==> config.mk <==
export PLATFORM = sky130hd
export DESIGN_NAME = spi_tx_buffer
export DESIGN_NICKNAME = d
export VERILOG_FILES = /design/src/rtl/spi_pkg.sv /design/src/rtl/spi_sync_edge.sv /design/src/rtl/spi_tx_buffer.sv
export SDC_FILE = /design/constraint.sdc
export NUM_CORES = 1
export LEC_CHECK = 0
export CAP_MARGIN = 10
export CORE_ASPECT_RATIO = 0.6
export CORE_MARGIN = 1.5
export CORE_UTILIZATION = 40
export CTS_BUF_LIST = sky130_fd_sc_hd__clkbuf_16
export CTS_CLUSTER_DIAMETER = 150
export CTS_CLUSTER_SIZE = 25
export DETAILED_ROUTE_END_ITERATION = 12
export DONT_BUFFER_PORTS = 1
export SLEW_MARGIN = 30
export SYNTH_ARGS = -nofsm -noshare
export SYNTH_HDL_FRONTEND = slang
export SYNTH_SLANG_ARGS = --single-unit
==> constraint.sdc <==
create_clock -name i_clk -period 1.6 [get_ports i_clk]
set_input_delay 0.16 -clock i_clk [delete_from_list [all_inputs] [get_ports i_clk]]
set_output_delay 0.16 -clock i_clk [all_outputs]
set_load 0.03 [all_outputs]
==> src/rtl/spi_pkg.sv <==
// rtl/spi_pkg.sv - shared SPI word width, idle fill word and frame state encoding
package spi_pkg;

  localparam int                  SPI_WIDTH = 8;
  localparam logic [SPI_WIDTH-1:0] SPI_FILL  = 8'hFF;

  typedef enum logic {
    IDLE  = 1'b0,
    SHIFT = 1'b1
  } spi_state_e;

endpackage

==> src/rtl/spi_sync_edge.sv <==
// rtl/spi_sync_edge.sv - multi-stage synchroniser for an async pin with rise/fall pulses
module spi_sync_edge #(
  parameter int   SYNC_STAGES = 2,
  parameter logic RST_VAL     = 1'b0
) (
  input  logic i_clk,
  input  logic i_rst,
  input  logic i_pin,
  output logic o_rise,
  output logic o_fall
);

  logic [SYNC_STAGES-1:0] r_sync;
  logic                   r_prev;
  logic                   w_level;

  // Reset to the pin's idle level so leaving reset never produces an edge
  always_ff @(posedge i_clk) begin
    if (i_rst) begin
      r_sync <= {SYNC_STAGES{RST_VAL}};
      r_prev <= RST_VAL;
    end else begin
      r_sync <= {r_sync[SYNC_STAGES-2:0], i_pin};
      r_prev <= r_sync[SYNC_STAGES-1];
    end
  end

  assign w_level = r_sync[SYNC_STAGES-1];
  assign o_rise  = w_level & ~r_prev;
  assign o_fall  = ~w_level & r_prev;

endmodule

==> src/rtl/spi_tx_buffer.sv <==
// rtl/spi_tx_buffer.sv - SPI mode-0 slave transmitter with one-entry holding register
// Define SPI_TX_UNDERRUN_CNT_EN to add a saturating 16-bit underrun counter output.
module spi_tx_buffer
  import spi_pkg::*;
#(
  parameter int               WIDTH       = SPI_WIDTH,
  parameter logic [WIDTH-1:0] FILL        = SPI_FILL,
  parameter int               SYNC_STAGES = 2
) (
  input  logic             i_clk,
  input  logic             i_rst,
  input  logic             i_sck,
  input  logic             i_cs,
  output logic             o_do,
  output logic             o_doe,
  input  logic [WIDTH-1:0] i_tx_data,
  input  logic             i_tx_valid,
  output logic             o_tx_ready,
  output logic             o_sent,
`ifdef SPI_TX_UNDERRUN_CNT_EN
  output logic             o_underrun,
  output logic [15:0]      o_underrun_count
`else
  output logic             o_underrun
`endif
);

  localparam int             CW   = (WIDTH > 1) ? $clog2(WIDTH) : 1;
  localparam logic [CW-1:0]  LAST = CW'(WIDTH - 1);

  spi_state_e       r_state, w_state_next;
  logic [WIDTH-1:0] r_shift, w_shift_next;
  logic [CW-1:0]    r_bitcnt, w_bitcnt_next;
  logic             r_reload, w_reload_next;
  logic [WIDTH-1:0] r_hold, w_hold_next;
  logic             r_hold_valid, w_hold_valid_next;
  logic             r_sent, w_sent_next;
  logic             r_underrun, w_underrun_next;
  logic             w_load, w_wr;
  logic             w_sck_rise, w_sck_fall, w_cs_rise, w_cs_fall;

  spi_sync_edge #(.SYNC_STAGES(SYNC_STAGES), .RST_VAL(1'b0)) u_sck_sync (
    .i_clk  (i_clk),
    .i_rst  (i_rst),
    .i_pin  (i_sck),
    .o_rise (w_sck_rise),
    .o_fall (w_sck_fall)
  );

  spi_sync_edge #(.SYNC_STAGES(SYNC_STAGES), .RST_VAL(1'b1)) u_cs_sync (
    .i_clk  (i_clk),
    .i_rst  (i_rst),
    .i_pin  (i_cs),
    .o_rise (w_cs_rise),
    .o_fall (w_cs_fall)
  );

  assign w_wr = i_tx_valid & ~r_hold_valid;

  always_comb begin
    w_state_next  = r_state;
    w_shift_next  = r_shift;
    w_bitcnt_next = r_bitcnt;
    w_reload_next = r_reload;
    w_sent_next   = 1'b0;
    w_load        = 1'b0;
    case (r_state)
      IDLE: begin
        if (w_cs_fall) begin
          w_load        = 1'b1;
          w_bitcnt_next = '0;
          w_state_next  = SHIFT;
        end
      end
      SHIFT: begin
        // Deselect wins over any SCK edge seen in the same cycle
        if (w_cs_rise) begin
          w_state_next  = IDLE;
          w_bitcnt_next = '0;
          w_reload_next = 1'b0;
        end else if (w_sck_rise) begin
          if (r_bitcnt == LAST) begin
            w_bitcnt_next = '0;
            w_sent_next   = 1'b1;
            w_reload_next = 1'b1;
          end else begin
            w_bitcnt_next = r_bitcnt + 1'b1;
          end
        end else if (w_sck_fall) begin
          if (r_reload) begin
            w_load        = 1'b1;
            w_reload_next = 1'b0;
          end else begin
            w_shift_next = {r_shift[WIDTH-2:0], 1'b0};
          end
        end
      end
      default: w_state_next = IDLE;
    endcase
    if (w_load) begin
      w_shift_next = r_hold_valid ? r_hold : FILL;
    end
  end

  // Loads see only the registered holding entry; a same-cycle write lands for the next word
  assign w_underrun_next   = w_load & ~r_hold_valid;
  assign w_hold_valid_next = w_wr | (r_hold_valid & ~w_load);
  assign w_hold_next       = w_wr ? i_tx_data : r_hold;

  always_ff @(posedge i_clk) begin
    if (i_rst) begin
      r_state      <= IDLE;
      r_shift      <= '0;
      r_bitcnt     <= '0;
      r_reload     <= 1'b0;
      r_hold       <= '0;
      r_hold_valid <= 1'b0;
      r_sent       <= 1'b0;
      r_underrun   <= 1'b0;
    end else begin
      r_state      <= w_state_next;
      r_shift      <= w_shift_next;
      r_bitcnt     <= w_bitcnt_next;
      r_reload     <= w_reload_next;
      r_hold       <= w_hold_next;
      r_hold_valid <= w_hold_valid_next;
      r_sent       <= w_sent_next;
      r_underrun   <= w_underrun_next;
    end
  end

  assign o_do       = (r_state == SHIFT) ? r_shift[WIDTH-1] : 1'b0;
  assign o_doe      = (r_state == SHIFT);
  assign o_tx_ready = ~r_hold_valid;
  assign o_sent     = r_sent;
  assign o_underrun = r_underrun;

`ifdef SPI_TX_UNDERRUN_CNT_EN
  logic [15:0] r_underrun_cnt;

  always_ff @(posedge i_clk) begin
    if (i_rst) begin
      r_underrun_cnt <= '0;
    end else if (r_underrun && (r_underrun_cnt != 16'hFFFF)) begin
      r_underrun_cnt <= r_underrun_cnt + 16'd1;
    end
  end

  assign o_underrun_count = r_underrun_cnt;
`endif

endmodule

==> impl_metrics.env, run 1 <==
export IMPL_clock_sinks=30
export IMPL_ios=18
export IMPL_report_final_slew_viol_count=0
export IMPL_die_w_um=75.28
export IMPL_required_ps=1790
export IMPL_peakVddDrop_mv=0.5806
export IMPL_multi_input_area_um2=703.2
export IMPL_worstMarginPinSlew_ps=752.6
export IMPL_fill_cells=267
export IMPL_ys_types=29
export IMPL_ff_latch_area_um2=603.1
export IMPL_crit_chain="inv_2, ha_4, and2b_2, a41oi_4, buf_6, nor3_2, o31ai_2"
export IMPL_syn_to_final_growth_pct=31.44
export IMPL_syn_inst=137
export IMPL_first_global_vias=892
export IMPL_cts_buffer_depth=2
export IMPL_cts_root_buffer="clkbuf_16"
export IMPL_period_minus_slack_ps=1610
export IMPL_port_buffers=0
export IMPL_cts_made_buffers=5
export IMPL_stdcell_count=197
export IMPL_fin_crit_sh_pct=100.6
export IMPL_drt_iter0_drc=74
export IMPL_slowest_stage="dfxtp_2"
export IMPL_synth_top_area_cell="dfxtp_1"
export IMPL_hold_viol=0
export IMPL_dp_hpwl_mm=1.750
export IMPL_coreArea_um2=2928
export IMPL_cp_start_kind="register"
export IMPL_drc=0
export IMPL_violations="negative setup slack"
export IMPL_async_flop_share_pct=0
export IMPL_synth_area_per_cell_um2=9.151
export IMPL_fin_skew_ps=4.577
export IMPL_cts_tree="yes"
export IMPL_fmax_ghz=0.6211
export IMPL_synth_edf_count=0
export IMPL_postRouteAntennaNets=0
export IMPL_ys_seq_area_share_pct=47.90
export IMPL_drt_pass1_iterations=4
export IMPL_crit_arrival_ps=1800
export IMPL_cp_max_fo=6
export IMPL_diodes=0
export IMPL_cp_slowest_stage_delay_ps=350
export IMPL_critPathTopFamily="compound AO/OA/AOI/OAI gates"
export IMPL_syn_nets=154
export IMPL_p_per_area_nw_per_um2=1102
export IMPL_leakagePower_nw=0.6235
export IMPL_maxSlewHeadroom_pct=49.66
export IMPL_maxCapViolCount=0
export IMPL_grt_max_degree=23
export IMPL_vias_per_cell=5.152
export IMPL_antenna_found_initial=0
export IMPL_worst_hold_path_type="input pin to register"
export IMPL_wl_mm=2.648
export IMPL_yosysWarnings=0
export IMPL_grtUsageMet3_pct=9.409
export IMPL_synth_seq_cells=30
export IMPL_start_util_pct=42.82
export IMPL_row_count=15
export IMPL_wire_per_inst_um=13.44
export IMPL_grt_pass1_wl_mm=4.209
export IMPL_vias=1015
export IMPL_synth_main_ff_cell="dfxtp_1"
export IMPL_synth_top_area_share_pct=47.90
export IMPL_critPathCaptureType="register"
export IMPL_place_congestion=0.7598
export IMPL_clk_pin_slew_ps=50
export IMPL_grt_usage_pct=17.92
export IMPL_grt_remaining_overflow=0
export IMPL_insertion_delay_ps=270
export IMPL_setup_ws_ps=-10.03
export IMPL_critPathBufInv=2
export IMPL_synthTopCellsByArea="dfxtp_1, nand2_1, o31ai_2, a21oi_1, ha_1"
export IMPL_dp_cells=184
export IMPL_whs_ps=14.82
export IMPL_top_usage_layer="met1"
export IMPL_grtUsageMet1_pct=25.13
export IMPL_setup_violations=2
export IMPL_die_h_um=46.37
export IMPL_fin_nets=171
export IMPL_synthTopCellsByCount="dfxtp_1, nand2_1, nor2_1"
export IMPL_synth_most_common_cell="dfxtp_1"
export IMPL_status="finished with violations"
export IMPL_rsz0062_at_grt="yes"
export IMPL_use_met2_pct=21.24
export IMPL_die_area_um2=3490
export IMPL_postPlaceCellArea_um2=1350
export IMPL_finalInstanceArea_um2=1648
export IMPL_critical_path_class="register to register"
export IMPL_drive_gt1_share_pct=32.90
export IMPL_h_tree_depth=2
export IMPL_syn_cell_area_um2=1254
-- stage by stage --
| step | setup WS (ps) | power [W] | utilization [%] | TNS (ps) |
|---|---|---|---|---|
| after floorplan | 22.61 | 0.0008944 | - | 0 |
| after global placement | -61.95 | 0.0009201 | 46.11 | -410.8 |
| after detailed placement | -128.4 | 0.0009232 | 46.11 | -800.6 |
| after CTS | 4.491 | 0.001813 | 52.56 | 0 |
| after global routing | -65.39 | 0.001900 | 56.28 | -376.9 |
| final | -10.03 | 0.001817 | 56.28 | -18.23 |
-- cells in the final DEF, fill, tap and decap left out, drive strengths merged, types with 2 or more instances in the layout --
cell type	Yosys	layout
a21oi	11	11
a31oi	2	2
a32oi	3	3
and2b	2	2
buf	4	14
clkbuf	2	5
clkinv	1	3
dfxtp	30	30
dlygate4sd3	0	2
ha	4	4
inv	3	4
nand2	26	26
nand2b	2	2
nor2	13	13
nor2b	3	3
nor3	8	8
o21ai	3	3
o31ai	7	7
or2	5	5
-- final cells by class --
class / count / share of cell area (%)
clock buffers: 5 / 7.593
clock inverters: 3 / 0.7593
inverters: 4 / 0.9112
multi-input cells: 97 / 42.67
flip-flops and latches: 30 / 36.60
well taps: 42 / 3.189
repair buffers: 16 / 8.276
-- sequential cells by signal, indices dropped and copies added (netlist names) --
signal / count
u_cs_sync.r_prev: 1
r_reload: 1
u_sck_sync.r_prev: 1
u_cs_sync.r_sync: 2
u_sck_sync.r_sync: 2
r_bitcnt: 3
o_sent: 1
r_shift: 8
r_hold_valid: 1
r_hold: 8
o_doe: 1
o_underrun: 1
-- worst reg2reg max path, delay by kind of cell, from the launching register on --
kind | cells | cell delay, ps
compound gates | 2 | 550
fa+ha+maj | 1 | 150
flops | 1 | 350
simple gates | 2 | 270
buf+inv | 2 | 220
-- routing by layer --
layer | part of all wire, % | vias to the layer above
li1 | - | 505
met1 | 51 | 469
met2 | 39 | 37
met3 | 8.6 | 4
met4 | 1.5 | 0
met5 | 0 | -
-- report_power, final --
part	leakage (nW)	switching, W	internal, W	total (W)
logic	0.305	0.0000869	0.0000607	0.000148
clock network	0.0724	0.000309	0.000560	0.000869
registers	0.246	0.0000241	0.000776	0.000800
total	0.623	0.000420	0.00140	0.00182
-- what timing repair did --
action / 4_1_cts / 5_1_grt
hold buffers: 2 / 0
setup endpoints to repair: 8 / 7
buffers inserted: 0 / 4
resized for setup: 8 / 18
hold endpoints to repair: 22 / 0
pin swaps: 5 / 8
-- final timing paths --
path,from,end,slack [ps],cells after the start
worst max-delay path,u_sck_sync.r_sync[1],r_shift[3],-10,7
worst min-delay path,i_sck,u_sck_sync.r_sync[0],10,1
worst max register to register,u_sck_sync.r_sync[1],r_shift[3],-10,7
worst min register to register,u_cs_sync.r_sync[0],u_cs_sync.r_sync[1],410,1
-- kinds of logic (layout without fill, tap and decap cells) --
group	Yosys count	count (layout)	synth area share [%]
AOI/OAI and AO/OA	30	30	19.56
adders and majority gates	4	4	3.992
buffers and inverters	10	28	4.290
DFF	30	30	47.90
and+or+nand+nor	63	63	24.25
Power figures use the tool's default switching activity.
==> inputs of run 2 (changes only) <==
Settings changed: CTS_CLUSTER_SIZE 25 to unset, REMOVE_ABC_BUFFERS set to 1.
Clock period 1.6 ns to 1.72 ns, I/O delays scaled along.
==> impl_metrics.env, run 2 (same netlist as run 1, synthesis figures left out) <==
export IMPL_peakVddDrop_mv=0.6338
export IMPL_cp_max_fo=9
export IMPL_finalInstanceArea_um2=1536
export IMPL_leakagePower_nw=0.5785
export IMPL_period_minus_slack_ps=1636
export IMPL_worstMarginPinSlew_ps=681.5
export IMPL_hp_start="i_rst"
export IMPL_r2r_start="u_sck_sync.r_prev"
export IMPL_p_per_area_nw_per_um2=1191
export IMPL_fin_skew_ps=4.450
export IMPL_cts_root_buffer="clkbuf_16"
export IMPL_pwr_share_seq_pct=40.5
export IMPL_cp_slowest_stage_delay_ps=380
export IMPL_drt_pass1_iterations=5
export IMPL_power_switching_w=0.0003902
export IMPL_postPlaceCellArea_um2=1290
export IMPL_final_common_cell="dfxtp_1"
export IMPL_fmax_ghz=0.6112
export IMPL_port_buffers=0
export IMPL_dp_hpwl_mm=1.724
export IMPL_die_h_um=46.37
export IMPL_finalSetupTns_ps=0
export IMPL_grt_pass1_wl_mm=4.022
export IMPL_setup_violations=0
export IMPL_swShare_pct=21.32
export IMPL_grt_max_degree=20
export IMPL_clk_pin_slew_ps=50
export IMPL_maxCapViolCount=0
export IMPL_cts_tree="yes"
export IMPL_wl_mm=2.580
export IMPL_final_cell_mix="dfxtp_1, nand2_1, nor2_1, a21oi_1"
export IMPL_h_tree_depth=2
export IMPL_ios=18
export IMPL_drive_gt1_share_pct=22.60
export IMPL_syn_to_final_growth_pct=22.55
export IMPL_worst_hold_path_type="input pin to register"
export IMPL_drc=0
export IMPL_crit_arrival_ps=1830
export IMPL_status="finished, final reports clean"
export IMPL_cts_made_buffers=5
export IMPL_slowest_stage="a41oi_4"
export IMPL_die_w_um=75.28
export IMPL_coreArea_um2=2928
export IMPL_power_total_w=0.001830
export IMPL_cts_buffer_depth=2
export IMPL_hold_viol=0
export IMPL_first_global_vias=844
export IMPL_start_util_pct=42.82
export IMPL_top_regs="r_hold: 8 flops, r_shift: 8 flops, r_bitcnt: 3 flops"
export IMPL_required_ps=1910
export IMPL_startpoint="u_sck_sync.r_prev"
export IMPL_die_area_um2=3490
export IMPL_critical_path_class="register to register"
export IMPL_grt_usage_pct=16.69
export IMPL_insertion_delay_ps=270
export IMPL_vias=974
export IMPL_antenna_found_initial=0
export IMPL_comb_power_share_pct=6.3
export IMPL_grt_remaining_overflow=0
export IMPL_fin_crit_sh_pct=95.13
export IMPL_diodes=0
export IMPL_wire_per_inst_um=13.72
export IMPL_clkPwrFrac_pct=53.2
export IMPL_internal_power_w=0.001440
export IMPL_clock_sinks=30
export IMPL_vias_per_cell=5.181
export IMPL_postRouteAntennaNets=0
export IMPL_fin_nets=162
export IMPL_place_congestion=0.7919
export IMPL_report_final_slew_viol_count=0
export IMPL_critPathCaptureType="register"
export IMPL_crit_chain="inv_1, ha_2, and2b_2, a41oi_4, nor3_1, o31ai_4"
export IMPL_row_count=15
export IMPL_drt_iter0_drc=39
export IMPL_cp_start_kind="register"
export IMPL_maxSlewHeadroom_pct=54.42
[run 2: cell types whose count changed in the layout (fill, tap and decap cells not counted), sizes merged]
| cell | before | now |
|---|---|---|
| inv | 4 | 3 |
| buf | 14 | 4 |
| dlygate4sd3 | 2 | 3 |
| bufinv | 0 | 1 |
[run 2: power groups by stage]
stage	logic (W)	registers, W	clock network, W
6_report	0.000116	0.000741	0.000974
4_1_cts	0.000109	0.000739	0.000986
2_1_floorplan	0.0000699	0.000752	0
3_3_place_gp	0.0000944	0.000754	0
5_1_grt	0.000128	0.000743	0.00102
3_5_place_dp	0.0000965	0.000753	0
[run 2: final timing paths]
kind / end / slack, ps / depth (start not counted)
hold reg to reg: u_cs_sync.r_sync[1] / 410 / 1
setup / recovery: r_shift[3] / 80 / 6
setup reg to reg: r_shift[3] / 80 / 6
hold / removal: u_cs_sync.r_sync[0] / 9 / 1
[run 2: through the flow]
step / worst slack, ps / util [%] / cells / hold slack (ps)
finish: 83.76 / 52.48 / 188 / 9.321
global route: -8.468 / 52.48 / 188 / 2.470
detailed placement: -1.403 / 44.06 / 176 / 245.5
floorplan: 113.5 / - / 131 / 238.7
global placement: 29.72 / 44.06 / 176 / 242.0
CTS: 60.32 / 50.81 / 187 / 1.954
[run 2: cell type report]
class                           instances  area [um2]
Fill cell                             275        1391
Tap cell                               42       52.55
Clock buffer                            5       125.1
Clock inverter                          3       40.04
Sequential cell                        30       600.6
Inverter                                4       15.01
Multi-Input combinational cell         97       643.1
Timing Repair Buffer                    7       60.06
[run 2: layer usage]
layer / vias up / wire length (um) / track usage, %
met3: 4 / 214 / 7.659
met5: - / 0 / 0
met1: 442 / 1347 / 23.87
met2: 35 / 1004 / 20.88
met4: 0 / 13 / 7.500
li1: 493 / - / -
[run 2: timing repair]
action	in CTS	in global routing
gates resized for setup	1	8
cloned	0	0
setup buffers	0	1
hold buffers	3	0
setup endpoints to repair	4	8
endpoints found under the hold margin	20	0
pin swaps	0	1
[run 2: critical path, delay by kind of cell (launching register included)]
kind | cells | cell delay [ps]
adders and majority gates | 1 | 180
buffers and inverters | 1 | 60
and+or+nand+nor | 2 | 400
DFF | 1 | 310
AOI/OAI and AO/OA | 2 | 600
==> inputs of run 3 (changes only) <==
Settings changed: CAP_MARGIN 10 to 40, PLACE_DENSITY_LB_ADDON set to 0.3, SYNTH_HIERARCHICAL set to 1.
==> impl_metrics.env, run 3 <==
export IMPL_final_cell_mix="dfxtp_1, nand2_1, a21oi_1"
export IMPL_required_ps=1880
export IMPL_syn_to_final_growth_pct=14.51
export IMPL_vias_per_cell=5.522
export IMPL_critical_path_class="register to register"
export IMPL_clk_pin_slew_ps=50
export IMPL_coreArea_um2=2928
export IMPL_cp_max_fo=8
export IMPL_synth_main_ff_cell="dfxtp_1"
export IMPL_diodes=0
export IMPL_antenna_found_initial=0
export IMPL_grt_remaining_overflow=0
export IMPL_status="finished, final reports clean"
export IMPL_grt_max_degree=23
export IMPL_first_global_vias=913
export IMPL_hold_viol=0
export IMPL_finalSetupTns_ps=0
export IMPL_report_final_slew_viol_count=0
export IMPL_synth_seq_cells=30
export IMPL_ios=18
export IMPL_power_total_w=0.001661
export IMPL_cts_resized=0
export IMPL_wire_per_inst_um=14.96
export IMPL_leakagePower_nw=0.5421
export IMPL_fin_util_pct=49.23
export IMPL_grt_pass1_wl_mm=4.326
export IMPL_synth_area_per_cell_um2=9.682
export IMPL_die_w_um=75.42
export IMPL_ff_latch_area_um2=600.6
export IMPL_fmax_ghz=0.6620
export IMPL_synth_edf_count=0
export IMPL_clock_sinks=30
export IMPL_postPlaceCellArea_um2=1284
export IMPL_fin_nets=150
export IMPL_synth_top_area_cell="dfxtp_1"
export IMPL_fin_crit_sh_pct=87.83
export IMPL_worstMarginPinSlew_ps=805.4
export IMPL_cts_root_buffer="clkbuf_16"
export IMPL_finalInstanceArea_um2=1441
export IMPL_cts_buffer_depth=2
export IMPL_worst_hold_path_type="input pin to register"
export IMPL_synth_most_common_cell="dfxtp_1"
export IMPL_syn_inst=130
export IMPL_dpl_worst_slack_ps=205.8
export IMPL_synthTopCellsByArea="dfxtp_1, a21oi_1, a32o_1, nand2_1, a211o_1"
export IMPL_p_per_area_nw_per_um2=1152
export IMPL_rsz0062_at_grt="no"
export IMPL_multi_input_area_um2=596.8
export IMPL_drc=0
export IMPL_h_tree_depth=2
export IMPL_cts_tree="yes"
export IMPL_maxSlewHeadroom_pct=46.13
export IMPL_drt_pass1_iterations=4
export IMPL_start_util_pct=42.99
export IMPL_row_count=15
export IMPL_top_regs="r_hold: 8 flops, r_shift: 8 flops, r_bitcnt: 3 flops"
export IMPL_syn_cell_area_um2=1259
export IMPL_async_flop_share_pct=0
export IMPL_maxCapViolCount=0
export IMPL_setup_violations=0
export IMPL_period_minus_slack_ps=1511
export IMPL_ys_seq_area_share_pct=47.71
export IMPL_postRouteAntennaNets=0
export IMPL_place_congestion=0.7521
export IMPL_cts_made_buffers=5
export IMPL_dp_hpwl_mm=1.747
export IMPL_final_common_cell="dfxtp_1"
export IMPL_peakVddDrop_mv=0.5939
export IMPL_grt_usage_pct=18.04
export IMPL_synth_top_area_share_pct=47.71
export IMPL_wl_mm=2.663
export IMPL_port_buffers=0
export IMPL_ys_types=34
export IMPL_die_area_um2=3503
export IMPL_fin_skew_ps=2.342
export IMPL_synthTopCellsByCount="dfxtp_1, nand2_1, a21oi_1"
export IMPL_critPathCaptureType="register"
export IMPL_vias=983
export IMPL_crit_arrival_ps=1670
export IMPL_setup_ws_ps=209.4
export IMPL_die_h_um=46.45
export IMPL_yosysWarnings=6
export IMPL_drt_iter0_drc=91
export IMPL_fill_cells=287
export IMPL_cp_start_kind="register"
export IMPL_drive_gt1_share_pct=11.76
export IMPL_insertion_delay_ps=270
==> run 3: changes by cell type in the layout (fill, tap and decap cells not counted), sizes merged, moves of 3 or more <==
cell and change:
nor2b +5, nand3 +4, o31ai -7, nor3 -5, a32o +7, a21oi +4, a211o +7, nand2 -9
nand4b +3, or3 +7, a32oi -3, nor2 -12
==> run 3: where the power goes <==
part	internal, W	switching (W)
sequential	0.000721	0.0000159
combinational	0.0000416	0.0000680
clock	0.000521	0.000293
==> run 3: metal layers <==
| layer | GRT usage, % | up-vias | part of all wire (%) |
|---|---|---|---|
| li1 | - | 482 | - |
| met1 | 22.58 | 469 | 50 |
| met2 | 25.26 | 26 | 43 |
| met3 | 9.628 | 6 | 5.2 |
| met4 | 8.929 | 0 | 1.6 |
| met5 | 0 | - | 0 |
==> run 3: through the flow <==
step / hold WS (ps) / instances
global route: 17.64 / 178
CTS: 21.46 / 178
detailed placement: 245.5 / 168
global placement: 242.9 / 168
finish: 24.58 / 178
floorplan: 241.1 / 123
==> run 3: logic make-up (layout without fill, tap and decap cells) <==
logic type      Yosys count  after routing  share of synthesized area (%)
buf+inv                  10             16                          4.870
flops                    30             30                          47.71
fa+ha+maj                 2              2                          1.988
compound gates           35             35                          20.28
simple gates             53             53                          25.15
==> run 3: path summary, 6_finish.rpt <==
path | startpoint | end | slack [ps] | depth (start not counted)
max | u_cs_sync/r_sync[1] | r_shift[6] | 210 | 4
min | i_sck | u_sck_sync/r_sync[0] | 20 | 1
max reg2reg | u_cs_sync/r_sync[1] | r_shift[6] | 210 | 4
min reg2reg | u_cs_sync/r_sync[0] | u_cs_sync/r_sync[1] | 410 | 1
==> run 3: final cells by class <==
cell class	count	area share, %
clock inverter	3	0.8681
multi-input combinational	90	41.41
inverter	3	0.7813
sequential	30	41.67
tap	42	3.646
timing repair buffer	5	2.951
clock buffer	5	8.681
==> run 3: critical path: stages (launching register included) <==
cell and delay [ps]:
dfxtp_1 330, nor2b_1 430, nand4bb_1 250, a21oi_2 140, a32o_1 250
==> run 3: timing repair <==
action / 4_1_cts / 5_1_grt
hold buffers: 2 / 0
buffers inserted: 0 / 0
endpoints found under the hold margin: 22 / 0
==> patch 1, RTL diff (flow settings as in run 1) <==
Put one more register stage on the output `o_underrun`, cleared by the reset. The value now appears one clock later. The other outputs are not delayed to match.
--- a/src/rtl/spi_tx_buffer.sv
+++ b/src/rtl/spi_tx_buffer.sv
@@ -133,7 +133,13 @@
   assign o_doe      = (r_state == SHIFT);
   assign o_tx_ready = ~r_hold_valid;
   assign o_sent     = r_sent;
-  assign o_underrun = r_underrun;
+  always_ff @(posedge i_clk) begin
+    if (i_rst) begin
+      o_underrun <= '0;
+    end else begin
+      o_underrun <= r_underrun;
+    end
+  end
 
 `ifdef SPI_TX_UNDERRUN_CNT_EN
   logic [15:0] r_underrun_cnt;
Behaviour: not the same (a bounded check fails within 4 cycles, from zero or initial values and one cycle with i_rst high).
==> patch 1 against run 1 <==
  * Fmax up 5.3%
  * Clock skew shrank 0.0013 ns
  * Sequential share of layout area is 3.6 points higher
  * Routed wire length down 0.34%
  * Final area decreased by 6.1%
  * Worst setup slack improved by 0.081 ns
  * Clock power fell by 1%
  * Total power decreased by 0.58%
  * Sequential cell count grew 1
  * Synthesized area rose by 3.5%
  * Critical endpoint is now r_shift[5]$_SDFFE_PP0P_
  * Largest cell class unchanged
  * Largest power group unchanged
==> patch 1: results (changes against run 1) <==
Worst VDD drop 0.000599 V (+3.3%); r2r worst-path depth 6 (-1); Post-Synth Adder-Cell Area 3.86% (-0.13 points); first-pass GRT wire length 4110 um (-2.3%); Overall Power 0.00181 W (-0.58%); proportion of layout cells with a drive suffix above 1 18.8% (-14 points); flip-flop and latch area 622 um2 (+3.1%); top cells by area, synth dfxtp_1 48%, nand2_1 7.8%, o31ai_2 6.8%; initial DRC count 61 (-18%); M1 WL 1420 um (+6.3%); post-synthesis net count 162 (+5.2%); routed wl met2 1080 um (+4.2%); Seq/Total Area, Yosys 47.8% (-0.074 points); Max FO, Critical Path 7 (+1); sw frac 22.1% (-1.0 points); GP Congestion 0.789 (+3.9%); Pleak 0.602 nW (-3.5%); Post-DP HPWL 1820 um (+3.8%); non-clock buffer share of cell area 4.69% (-3.6 points); run status completed; Clock buf/inv share 8.89% (+0.54 points); inverters 5 (+1); Routed WL 2640 um (-0.34%); Inst Count DP 185 (+0.54%); fraction of area in multi-input gates 41.6% (-1.0 points); vias per inst 5.05 (-2.1%)
## patch 1: critical path, stage by stage, from the launching register on
cell and delay [ns]:
dfxtp_1 0.33, inv_1 0.05, ha_1 0.22, nor2b_2 0.17, a31oi_1 0.11, or2_4 0.32, o31ai_2 0.25
## patch 1: how the worst max path moves through the flow
stage                                      start                 endpoint  slack [ns]  cells past startpoint
floorplan           u_sck_sync.r_prev$_SDFF_PP0_  r_shift[1]$_SDFFE_PP0P_        0.03                      7
global placement    u_sck_sync.r_prev$_SDFF_PP0_  r_shift[5]$_SDFFE_PP0P_        0.03                      6
detailed placement  u_sck_sync.r_prev$_SDFF_PP0_  r_shift[6]$_SDFFE_PP0P_       -0.05                      6
CTS                 u_sck_sync.r_prev$_SDFF_PP0_  r_shift[6]$_SDFFE_PP0P_        0.02                      6
global route        u_sck_sync.r_prev$_SDFF_PP0_  r_shift[5]$_SDFFE_PP0P_       -0.03                      6
finish              u_sck_sync.r_prev$_SDFF_PP0_  r_shift[5]$_SDFFE_PP0P_        0.07                      6
==> patch 2, RTL diff (flow settings as in run 1) <==
Made on the original files. The option `SPI_TX_UNDERRUN_CNT_EN` is turned on by a define.
--- a/src/rtl/spi_tx_buffer.sv
+++ b/src/rtl/spi_tx_buffer.sv
@@ -1,5 +1,7 @@
 // rtl/spi_tx_buffer.sv - SPI mode-0 slave transmitter with one-entry holding register
 // Define SPI_TX_UNDERRUN_CNT_EN to add a saturating 16-bit underrun counter output.
+`define SPI_TX_UNDERRUN_CNT_EN
+
 module spi_tx_buffer
   import spi_pkg::*;
 #(
Check against the original RTL (old outputs only; new: o_underrun_count): equivalent (equiv_simple and equiv_induct, registers matched by name and starting in step).
==> patch 2 against run 1 <==
  * Worst setup slack better by 0.074 ns
  * Synthesized area up 61%
  * Clock power up 32%
  * Non-clock buffer count up 17
  * Critical endpoint is now o_underrun_count[14]$_SDFFE_PP0P_
  * Sequential cell count up 16
  * The run now ends clean
  * Utilization down 1.4 points
  * Final area up 57%
  * Fmax up 4.8%
  * Total power up 37%
  * Routed wire length up 83%
==> patch 2: results (changes against run 1) <==
Worst VDD drop 0.000446 V (-23%); Layout area overhead 27.7%; met3 WL 433 um (+90%); later-pin clock latency in the skew report 0.29 ns (+0.02 ns); M1 WL 2430 um (+82%); crit path from o_underrun_count[0]$_SDFFE_PP0P_; initial DRC count 111 (+50%); Max FO, Critical Path 7 (+1); mean post-synth cell area 9.19 um2 (+0.43%); critical path arrival 1.75 ns (-0.05 ns); post-synthesis net count 238 (+55%); max_slew headroom 73.5% (+24 points); Post-DP HPWL 3330 um (+90%); Buffers excl. clock 33 (+17); fillers 444 (+66%); Clock buf/inv share 6.30% (-2.1 points); Total GRT Usage 18.7% (+0.82 points); Core Box Area 4710 um2 (+61%); WL per Instance 15.3 um (+14%); Comb group 0.000154 W (+4%); CP max-delay cell or4_1; first-pass detailed-route iteration total 5 (+1); largest net degree at the start of global routing 45 (+96%); Pleak 0.946 nW (+52%); Flop pwr share 48.0% (+4.0 points); GP Congestion 0.773 (+1.7%); vias in the first global route 1560 (+75%); Post-CTS Setup Repair Bufs 1 (+1); vias per inst 5.62 (+9.0%); run status completed; Post-Synth Adder-Cell Area 3.59% (-0.40 points); multiplexer share of the synthesized area 0.495% (+0.50 points); proportion of layout cells with a drive suffix above 1 28.5% (-4.4 points); top cells by area, synth dfxtp_1 46%, a21oi_1 5.9%, nand2_1 3.9%; flip-flop and latch area 946 um2 (+57%); Inst Count DP 304 (+65%); library cells used by synthesis 47 (+62%); non-clock buffer share of cell area 10.7% (+2.4 points); CTS Sinks 46 (+53%); Multi-input gate area 1090 um2 (+55%); clock skew 0.00909 ns (+0.00451 ns); Top delay family on crit path simple AND/OR/NAND/NOR gates
-- patch 2: final timing paths --
kind | to | slack (ns) | cells past startpoint
worst max-delay path | o_underrun_count[14]$_SDFFE_PP0P_ | 0.06 | 5
worst min-delay path | r_hold[1]$_SDFFE_PP0P_ | 0.007 | 2
worst max register to register | o_underrun_count[14]$_SDFFE_PP0P_ | 0.06 | 5
worst min register to register | u_cs_sync.r_sync[1]$_SDFF_PP1_ | 0.41 | 1
-- patch 2: layer usage --
| layer | vias to the layer above | track usage [%] |
|---|---|---|
| met5 | - | 0 |
| met4 | 0 | 5.76 |
| met3 | 5 | 7.09 |
| met2 | 63 | 22.6 |
| met1 | 816 | 29.4 |
| li1 | 891 | - |
-- patch 2: worst register-to-register path, delay by kind of cell, from the launching register on --
family          cells  cell delay (ns)
simple gates        3             0.81
compound gates      1             0.13
fa+ha+maj           1             0.15
flops               1             0.36
